$ cat src/rtl/registrador_universal.sv
// Universal register: parallel load plus multi-cycle shift/rotate, one step per clock.
// Optional macro REGISTRADOR_PARITY_EN adds a combinational even-parity output.
module registrador_universal #(
  parameter int unsigned BITS  = 8,
  parameter int unsigned AMT_W = 3
) (
  input  logic             clk,
  input  logic             rst,
  input  logic [BITS-1:0]  in,
  input  logic             load,
  input  logic             start,
  input  logic [1:0]       mode,
  input  logic [AMT_W-1:0] amount,
  input  logic             serial_in,
  output logic [BITS-1:0]  out,
  output logic             serial_out,
  output logic             busy,
`ifdef REGISTRADOR_PARITY_EN
  output logic             done,
  output logic             parity
`else
  output logic             done
`endif
);

  typedef enum logic [0:0] {StIdle, StShift} state_e;

  state_e           state_q, state_d;
  logic [BITS-1:0]  out_q, out_d;
  logic             so_q, so_d;
  logic             busy_q, busy_d;
  logic             done_q, done_d;
  logic [AMT_W-1:0] cnt_q, cnt_d;
  logic [1:0]       mode_q, mode_d;

  always_comb begin
    state_d = state_q;
    out_d   = out_q;
    so_d    = so_q;
    busy_d  = busy_q;
    done_d  = 1'b0;
    cnt_d   = cnt_q;
    mode_d  = mode_q;
    unique case (state_q)
      StIdle: begin
        if (load) begin
          out_d = in;
        end else if (start) begin
          if (amount != '0) begin
            mode_d  = mode;
            cnt_d   = amount;
            busy_d  = 1'b1;
            state_d = StShift;
          end else begin
            // Zero-length operation completes immediately.
            done_d = 1'b1;
          end
        end
      end
      StShift: begin
        unique case (mode_q)
          2'b00: begin
            out_d = {out_q[BITS-2:0], serial_in};
            so_d  = out_q[BITS-1];
          end
          2'b01: begin
            out_d = {serial_in, out_q[BITS-1:1]};
            so_d  = out_q[0];
          end
          2'b10: begin
            out_d = {out_q[BITS-2:0], out_q[BITS-1]};
            so_d  = out_q[BITS-1];
          end
          default: begin
            out_d = {out_q[0], out_q[BITS-1:1]};
            so_d  = out_q[0];
          end
        endcase
        cnt_d = cnt_q - 1'b1;
        if (cnt_q == 1) begin
          busy_d  = 1'b0;
          done_d  = 1'b1;
          state_d = StIdle;
        end
      end
      default: state_d = StIdle;
    endcase
  end

  always_ff @(posedge clk) begin
    if (rst) begin
      state_q <= StIdle;
      out_q   <= '0;
      so_q    <= 1'b0;
      busy_q  <= 1'b0;
      done_q  <= 1'b0;
      cnt_q   <= '0;
      mode_q  <= 2'b00;
    end else begin
      state_q <= state_d;
      out_q   <= out_d;
      so_q    <= so_d;
      busy_q  <= busy_d;
      done_q  <= done_d;
      cnt_q   <= cnt_d;
      mode_q  <= mode_d;
    end
  end

  assign out        = out_q;
  assign serial_out = so_q;
  assign busy       = busy_q;
  assign done       = done_q;

`ifdef REGISTRADOR_PARITY_EN
  assign parity = ^out_q;
`endif

endmodule

$ cat config.mk
export PLATFORM = sky130hd
export DESIGN_NAME = registrador_universal
export DESIGN_NICKNAME = d
export VERILOG_FILES = /design/src/rtl/registrador_universal.sv
export SDC_FILE = /design/constraint.sdc
export NUM_CORES = 1
export LEC_CHECK = 0
export CAP_MARGIN = 20
export CORE_MARGIN = 2
export CORE_UTILIZATION = 45
export CTS_CLUSTER_SIZE = 25
export DETAILED_ROUTE_END_ITERATION = 12
export HOLD_SLACK_MARGIN = 0.1
export PLACE_DENSITY = 0.78
export SETUP_SLACK_MARGIN = 0.1
export SLEW_MARGIN = 15
export SYNTH_ARGS = -nofsm -noshare
export SYNTH_HDL_FRONTEND = slang
export SYNTH_SLANG_ARGS = --single-unit
$ cat constraint.sdc
create_clock -name clk -period 1.16 [get_ports clk]
set_input_delay 0.116 -clock clk [delete_from_list [all_inputs] [get_ports clk]]
set_output_delay 0.116 -clock clk [all_outputs]
set_load 0.05 [all_outputs]
# After elaboration in Yosys (flattened, before gate mapping)
# Index checks and enable logic that the tools add are counted.
# totals
reg_bits	17
inputBits	18
out_inout_bits	11
elab_cells	47
# classes
addsub	1
n_eq_ne	8
muxes	23
bitwise_logic	2
reduce_logical	6
# ops
cell	n
8-bit one-hot mux with 3 select lines	1
8-bit one-hot mux with 2 select lines	1
1-bit two-way mux	13
3-bit two-way mux	3
8-bit two-way mux	1
2-bit inequality test (second input constant)	4
4-bit AND reduction	2
1-bit one-hot mux with 2 select lines	3
3-bit one-hot mux with 2 select lines	1
3-bit by 1-bit == test with 1-bit output (second input constant)	1
3-bit AND reduction	1
3-bit nonzero test	1
3-bit by 1-bit subtractor with 3-bit output (second input constant)	1
2-bit by 1-bit == test with 1-bit output (second input constant)	1
2-bit == test (second input constant)	1
2-bit zero test	1
2-bit by 1-bit inequality test with 1-bit output (second input constant)	1
1-bit NOT	2
2-bit OR reduction	1

# Logic depth before layout (Yosys ltp)
# Gate-level depths: netlist of the first run.
# logic_depth
word_depth	5
depth_mapped	5
mapped_depth_nobuf	5

# Least setup slack after synthesis of the first run
# No wires, ideal clock.
# synth_path
kind	register to register
start	reg out_q[0], in the netlist out[0]
end	reg out_q[7], in the netlist out[7]
setup_ns	0.074
t_arrival_ns	1.143
required_ns	1.086
path_slack_ns	-0.057
stages_incl_launch_ff	4
n_path_buf	0
period_less_slack_ns	1.217
path_cell_list	dfxtp_1 -> mux2i_1 -> a211o_1 -> o21ai_0
# synth_between
elab_chain_cells	2
# synth_rtl
element	line_no	source
start, declared	29	logic [BITS-1:0] out_q, out_d;
start signal, assigned	101	out_q <= out_d;
8-bit one-hot mux with 3 select lines	61	unique case (mode_q)
8-bit one-hot mux with 2 select lines	44	unique case (state_q)
# Every way passes these cells.
# A chain may end at the register's enable or synchronous reset.

# Worst setup path in the final report of the first run
# layout_path
start	reg state_q
end	reg cnt_q[2]
# layout_between
elab_chain_cells	3
word_cells_on_any_way	6
# layout_rtl
element	line_no	source
start, declared	28	state_e state_q, state_d;
start signal, assigned	92	state_q <= StIdle;
start signal, assigned	100	state_q <= state_d;
1-bit NOT	--	
2-bit inequality test (no source line)	--	
3-bit AND reduction (no source line)	--	
end signal, assigned	105	cnt_q <= cnt_d;
end, declared	33	logic [AMT_W-1:0] cnt_q, cnt_d;
# Parallel ways exist; a longest one is shown, timed or not.

==> results of run 1 <==
-- through the flow --
step,power (mW),setup WS [ps],instances,util [%]
2_1_floorplan,0.9839,133.7,96,-
3_3_place_gp,1.242,-178.5,158,72.39
3_5_place_dp,1.258,-213.0,158,72.39
4_1_cts,1.584,99.00,164,75.00
5_1_grt,1.720,48.44,169,80.80
6_report,1.650,90.42,169,80.80
-- layout by cell type, fill, tap and decap left out, types with 4 or more instances in the layout --
cell type,n
a211oi_2,4
nor2b_1,7
buf_4,16
buf_12,11
dfxtp_2,9
mux2i_1,12
nand2_1,6
dfxtp_1,6
a211oi_1,12
clkdlybuf4s50_1,15
-- worst max-delay path, stage by stage, from the launching register on --
cell and delay [ps]:
dfxtp_4 400, or2_1 260, o32a_1 300, o21ai_2 50
-- flip-flops by register name, indices dropped and copies added, names as in the netlist --
| name | flops |
|---|---|
| busy | 1 |
| cnt_q | 3 |
| done | 1 |
| mode_q | 2 |
| out | 8 |
| serial_out | 1 |
| state_q | 1 |
-- where the power goes --
| part | total (mW) | internal, mW | switching (mW) |
|---|---|---|---|
| clock | 0.331 | 0.129 | 0.203 |
| sequential | 0.712 | 0.639 | 0.0733 |
| combinational | 0.606 | 0.325 | 0.282 |
-- how the worst max path moves through the flow --
stage / slack (ps) / start / end / depth (start not counted)
final: 90 / state_q / cnt_q[2] / 3
after detailed placement: -210 / load / mode_q[0] / 5
after floorplan: 130 / out[0] / out[7] / 3
after global routing: 50 / cnt_q[1] / busy / 5
after CTS: 100 / load / mode_q[0] / 5
after global placement: -180 / load / mode_q[1] / 5
-- area by class of cell --
class | instances | area [um^2] | share of cell area, %
clock buffers | 3 | 22.52 | 1.421
flip-flops and latches | 17 | 359.1 | 22.65
multi-input cells | 69 | 600.6 | 37.88
clock inverters | 1 | 5.005 | 0.3157
repair buffers | 47 | 543.0 | 34.25
well taps | 27 | 33.78 | 2.131
inverters | 5 | 21.27 | 1.342
-- metal layers --
| layer | wire length (um) | global-route usage [%] | vias up | share of wire (%) |
|---|---|---|---|---|
| met4 | 46 | 7.870 | 0 | 1.8 |
| met2 | 1410 | 37.11 | 30 | 54 |
| met1 | 1047 | 25.80 | 446 | 40 |
| met5 | 0 | 0 | - | 0 |
| met3 | 120 | 3.636 | 4 | 4.6 |
| li1 | - | - | 444 | - |
-- logic make-up (layout without fill, tap and decap cells) --
group / Yosys count / after routing
flip-flops: 17 / 17
AND/OR/NAND/NOR: 27 / 27
buffers and inverters: 10 / 56
multiplexers: 12 / 12
AO/OA/AOI/OAI: 27 / 27
adder cells (fa/ha/maj): 2 / 2
XOR/XNOR: 1 / 1
-- what timing repair did --
action                     CTS  global route
pin swaps                    1             6
hold buffers                 0             0
setup buffers                2             4
cloned                       0             1
setup endpoints to repair   10             9
resized for setup            6            18
==> load_flow_metrics.sql, run 1 <==
INSERT INTO impl_metrics (metric_group, metric, value, unit) VALUES
('setup_path', 'start_kind', 'flip-flop', ''),
('clocking', 'cts_buffers', '3', ''),
('sta', 'grt_setup_unrepaired', 'yes', ''),
('route', 'drt-total-wl', '2.623', 'mm'),
('sta', 'hold-worst-slack', '243.9', 'ps'),
('sta', 'worst_pin_slew', '230.7', 'ps'),
('synthesis', 'yosysMostFrequentCell', 'dfxtp_1', ''),
('clocking', 'cts_tree', 'built', ''),
('synthesis', 'number_of_synthesized_flops_with_an_enable_pin', '0', ''),
('synthesis', 'postSynthCellCount', '96', ''),
('floorplanning', 'initial_utilization', '47.77', '%'),
('synthesis', 'yosysWarnings', '0', ''),
('finish', 'area_growth', '69.16', '%'),
('synthesis', 'synthesized_area_fraction_occupied_by_ao_oa_aoi_and_oai_cells', '22.56', '%'),
('place', 'gp_congestion', '0.8232', ''),
('clocking', 'clkSinkCount', '17', ''),
('synthesis', 'post_synth_num_cell_types', '32', ''),
('route', 'vias_per_cell', '5.467', ''),
('synthesis', 'postSynth.asyncResetShare', '0', '%'),
('route', 'drc_errors', '0', ''),
('synthesis', 'yosys_most_used_dff', 'dfxtp_1', ''),
('synthesis', 'post_synth.cell_area_avg', '9.762', 'um^2'),
('route', 'firstDrtPassIters', '4', ''),
('sta', 'finalSetupViolCount', '0', ''),
('setup_path', 'crit_path_end_kind', 'flip-flop', ''),
('finish', 'finish.net_count', '163', ''),
('run_status', 'status', 'complete, no violations', ''),
('synthesis', 'synth_area_leader_cell', 'dfxtp_1', ''),
('synthesis', 'post_synth_fa_ha_maj_area_fraction', '2.670', '%'),
('pwr', 'vdd_ir_drop_max', '1.057', 'mV'),
('global_routing', 'grt_overflow_total', '0', ''),
('synthesis', 'largest_family_of_logic_cells_by_synthesized_area', 'compound AO/OA/AOI/OAI gates', ''),
('synthesis', 'netlist_top_cells_count', '17 x dfxtp_1, 15 x a211oi_1, 12 x mux2i_1', ''),
('clocking', 'path_clk_slew', '100', 'ps'),
('setup_path', 'reg2reg_slack', '90', 'ps'),
('flow_run', 'drv.max_cap_violation_count', '0', ''),
('synthesis', 'synth_xor_area_share', '0.9346', '%'),
('setup_path', 'worst-setup-path-type', 'reg2reg', ''),
('min_path', 'worstHoldEndpoint', 'done', ''),
('global_routing', 'grt_max_degree', '12', ''),
('route', 'routed-via-count', '924', ''),
('synthesis', 'yosys.area_share.simple', '18.29', '%'),
('synthesis', 'synth_seq_area_share', '36.32', '%'),
('route', 'wire_per_inst', '15.52', 'um'),
('place', 'detailedPlacementHpwl', '1.817', 'mm'),
('sta', 'number_of_failing_hold_endpoints_at_the_final_stage', '0', ''),
('finish', 'filler_cell_count', '129', ''),
('sta', 'number_of_max_slew_violations_in_the_final_report', '0', ''),
('clocking', 'cts_root_buf', 'clkbuf_4', ''),
('synthesis', 'synth_largest_type_area_fraction', '36.32', '%'),
('min_path', 'hold_depth', '4', ''),
('setup_path', 'arrival_time_at_the_worst_endpoint', '1310', 'ps'),
('route', 'first_iter_violations', '13', ''),
('place', 'place_area', '1420', 'um^2'),
('setup_path', 'critPathRequiredTime', '1410', 'ps'),
('min_path', 'hp-class', 'in2reg', ''),
('sta', 'post-route-period-util', '92.21', '%'),
('global_routing', 'grt_antenna_before_repair', '0', ''),
('synthesis', 'postSynthNetCount', '116', ''),
('sta', 'skew', '0.3645', 'ps'),
('pwr', 'power_leakage', '0.6205', 'nW'),
('clocking', 'clock_latency', '300', 'ps'),
('global_routing', 'wire_length_of_the_first_global_routing_pass', '4.105', 'mm'),
('clocking', 'clock_tree.htree_level_count', '1', ''),
('setup_path', 'critPathMaxFanout', '8', ''),
('synthesis', 'postSynthRegisterBits', '17', ''),
('floorplanning', 'die_x', '49.64', 'um'),
('finish', 'drive_gt1_share', '43.66', '%'),
('global_routing', 'grt_util_all_layers', '21.22', '%'),
('route', 'antenna_left', '0', ''),
('finish', 'finish.instance_area', '1585', 'um^2');
Power figures use the tool's default switching activity.
==> run 2: changes to the inputs <==
- PLACE_DENSITY: 0.78 -> not set
- PLACE_DENSITY_LB_ADDON: not set -> 0.15
==> load_flow_metrics.sql, run 2 (synthesis gave the netlist of run 1 again) <==
INSERT INTO impl_metrics (metric_group, metric, value, unit) VALUES
('setup_path', 'critical_path.slowest_cell', 'dfxtp_4', ''),
('setup_path', 'critPathMaxFanout', '8', ''),
('run_status', 'status', 'complete, no violations', ''),
('finish', 'finish.net_count', '161', ''),
('pwr', 'design_power_total', '1.648', 'mW'),
('sta', 'hold-worst-slack', '269.3', 'ps'),
('sta', 'total_negative_setup_slacks', '0', 'ps'),
('setup_path', 'crit_path_end_kind', 'flip-flop', ''),
('floorplanning', 'floorplan.io_pins', '29', ''),
('finish', 'area_growth', '71.30', '%'),
('global_routing', 'grt_util_all_layers', '23.62', '%'),
('sta', 'number_of_failing_hold_endpoints_at_the_final_stage', '0', ''),
('sta', 'number_of_max_slew_violations_in_the_final_report', '0', ''),
('route', 'firstDrtPassIters', '4', ''),
('route', 'drt-total-wl', '2.743', 'mm'),
('clocking', 'clock_latency', '280', 'ps'),
('clocking', 'clock_tree.htree_level_count', '1', ''),
('pwr', 'vdd_ir_drop_max', '1.229', 'mV'),
('sta', 'grt_setup_unrepaired', 'yes', ''),
('global_routing', 'first_global_vias', '965', ''),
('global_routing', 'grt_antenna_before_repair', '0', ''),
('global_routing', 'grt_overflow_total', '0', ''),
('place', 'dp.cells', '157', ''),
('setup_path', 'worst-setup-path-type', 'reg2reg', ''),
('pwr', 'power_leakage', '0.6185', 'nW'),
('sta', 'final_period_minus_worst_setup_slack', '1058', 'ps'),
('route', 'vias_per_cell', '5.461', ''),
('floorplanning', 'die_x', '49.64', 'um'),
('finish', 'drive_gt1_share', '45.00', '%'),
('floorplanning', 'num_rows', '16', ''),
('floorplanning', 'core_region_area', '1962', 'um^2'),
('clocking', 'path_clk_slew', '100', 'ps'),
('min_path', 'hp-class', 'in2reg', ''),
('sta', 'clock.fmax', '0.9454', 'GHz'),
('floorplanning', 'die-height', '49.64', 'um'),
('flow_run', 'drv.max_cap_violation_count', '0', ''),
('place', 'detailedPlacementHpwl', '1.941', 'mm'),
('setup_path', 'start_kind', 'flip-flop', ''),
('clocking', 'clkSinkCount', '17', ''),
('setup_path', 'worst_path_largest_cell_delay', '380', 'ps'),
('pwr', 'cellPowerDensity', '1026', 'nW/um^2'),
('place', 'gp_congestion', '0.8321', ''),
('setup_path', 'arrival_time_at_the_worst_endpoint', '1230', 'ps'),
('global_routing', 'grt_max_degree', '10', ''),
('finish', 'mostFrequentLayoutCells', '14 x clkdlybuf4s50_1, 14 x buf_4, 12 x mux2i_1, 12 x buf_12, 11 x a211oi_1', ''),
('route', 'first_iter_violations', '17', ''),
('route', 'wire_per_inst', '16.43', 'um'),
('clocking', 'clock_path_buffers', '2', ''),
('clocking', 'cts_tree', 'built', ''),
('global_routing', 'wire_length_of_the_first_global_routing_pass', '4.443', 'mm'),
('finish', 'largest_register_ff_count', '8', ''),
('setup_path', 'timing.critical_path.buf_inv', '2', ''),
('setup_path', 'critical_path.cell_chain', 'buf_4 -> buf_6 -> a211oi_4 -> a211oi_2', ''),
('setup_path', 'critPathRequiredTime', '1330', 'ps'),
('sta', 'max-slew-margin-rel', '80.31', '%'),
('floorplanning', 'initial_utilization', '47.77', '%'),
('route', 'drc_errors', '0', ''),
('finish', 'utilization', '81.82', '%'),
('clocking', 'cts_root_buf', 'clkbuf_4', ''),
('sta', 'post-route-period-util', '91.19', '%'),
('setup_path', 'critical_path.top_delay_family', 'flip-flops', ''),
('finish', 'antenna-diode-count', '0', ''),
('place', 'numPortBuffers', '28', ''),
('finish', 'final_cells', '167', ''),
('sta', 'skew', '5.523', 'ps'),
('clocking', 'cts_buffers', '3', ''),
('floorplanning', 'die_area', '2464', 'um^2'),
('route', 'routed-via-count', '912', ''),
('route', 'antenna_left', '0', ''),
('sta', 'worst_pin_slew', '294.4', 'ps'),
('sta', 'finalSetupViolCount', '0', '');
==> run 2: per-layer routing <==
| layer | share of wire [%] | up-vias | GRT usage (%) |
|---|---|---|---|
| li1 | - | 440 | - |
| met1 | 40 | 430 | 25.57 |
| met2 | 54 | 34 | 44.22 |
| met3 | 4.0 | 8 | 4.848 |
| met4 | 2.2 | 0 | 9.259 |
| met5 | 0 | - | 0 |
==> run 2: stage by stage <==
step / worst slack, ps / instance area (um^2)
3_5_place_dp: -292.9 / 1425
5_1_grt: 42.58 / 1605
6_report: 102.2 / 1605
3_3_place_gp: -192.8 / 1425
4_1_cts: 77.83 / 1554
2_1_floorplan: 133.7 / 947.2
==> run 2: worst min-delay path: cells and delay by family <==
kind                   cells  cell delay (ps)
and+or+nand+nor            2              190
AOI/OAI and AO/OA          1               70
buffers and inverters      1              140
==> run 2: final timing paths <==
check             startpoint  depth (start not counted)  slack (ps)   endpoint
hold reg to reg    mode_q[0]                          2         520  mode_q[0]
setup / recovery     state_q                          4         100     out[6]
hold / removal     amount[1]                          4         270       done
setup reg to reg     state_q                          4         100     out[6]
==> run 2: report_power, final <==
part,switching [mW],internal (mW),leakage [nW]
Clock,0.175,0.133,0.0150
Sequential,0.0715,0.639,0.145
Combinational,0.292,0.336,0.459
==> run 2: area by class of cell <==
cell class,count,area (um^2)
Inverter,5,21.27
Fill cell,119,356.6
Timing Repair Buffer,45,541.8
Clock buffer,4,26.28
Multi-Input combinational cell,69,621.8
Sequential cell,17,360.3
Tap cell,27,33.78
==> run 2: repair_timing <==
| item | 4_1_cts | 5_1_grt |
|---|---|---|
| resized for setup | 17 | 13 |
| endpoints found under the setup margin | 12 | 16 |
| pin swaps | 4 | 4 |
| setup buffers | 6 | 0 |
| hold buffers | 0 | 0 |
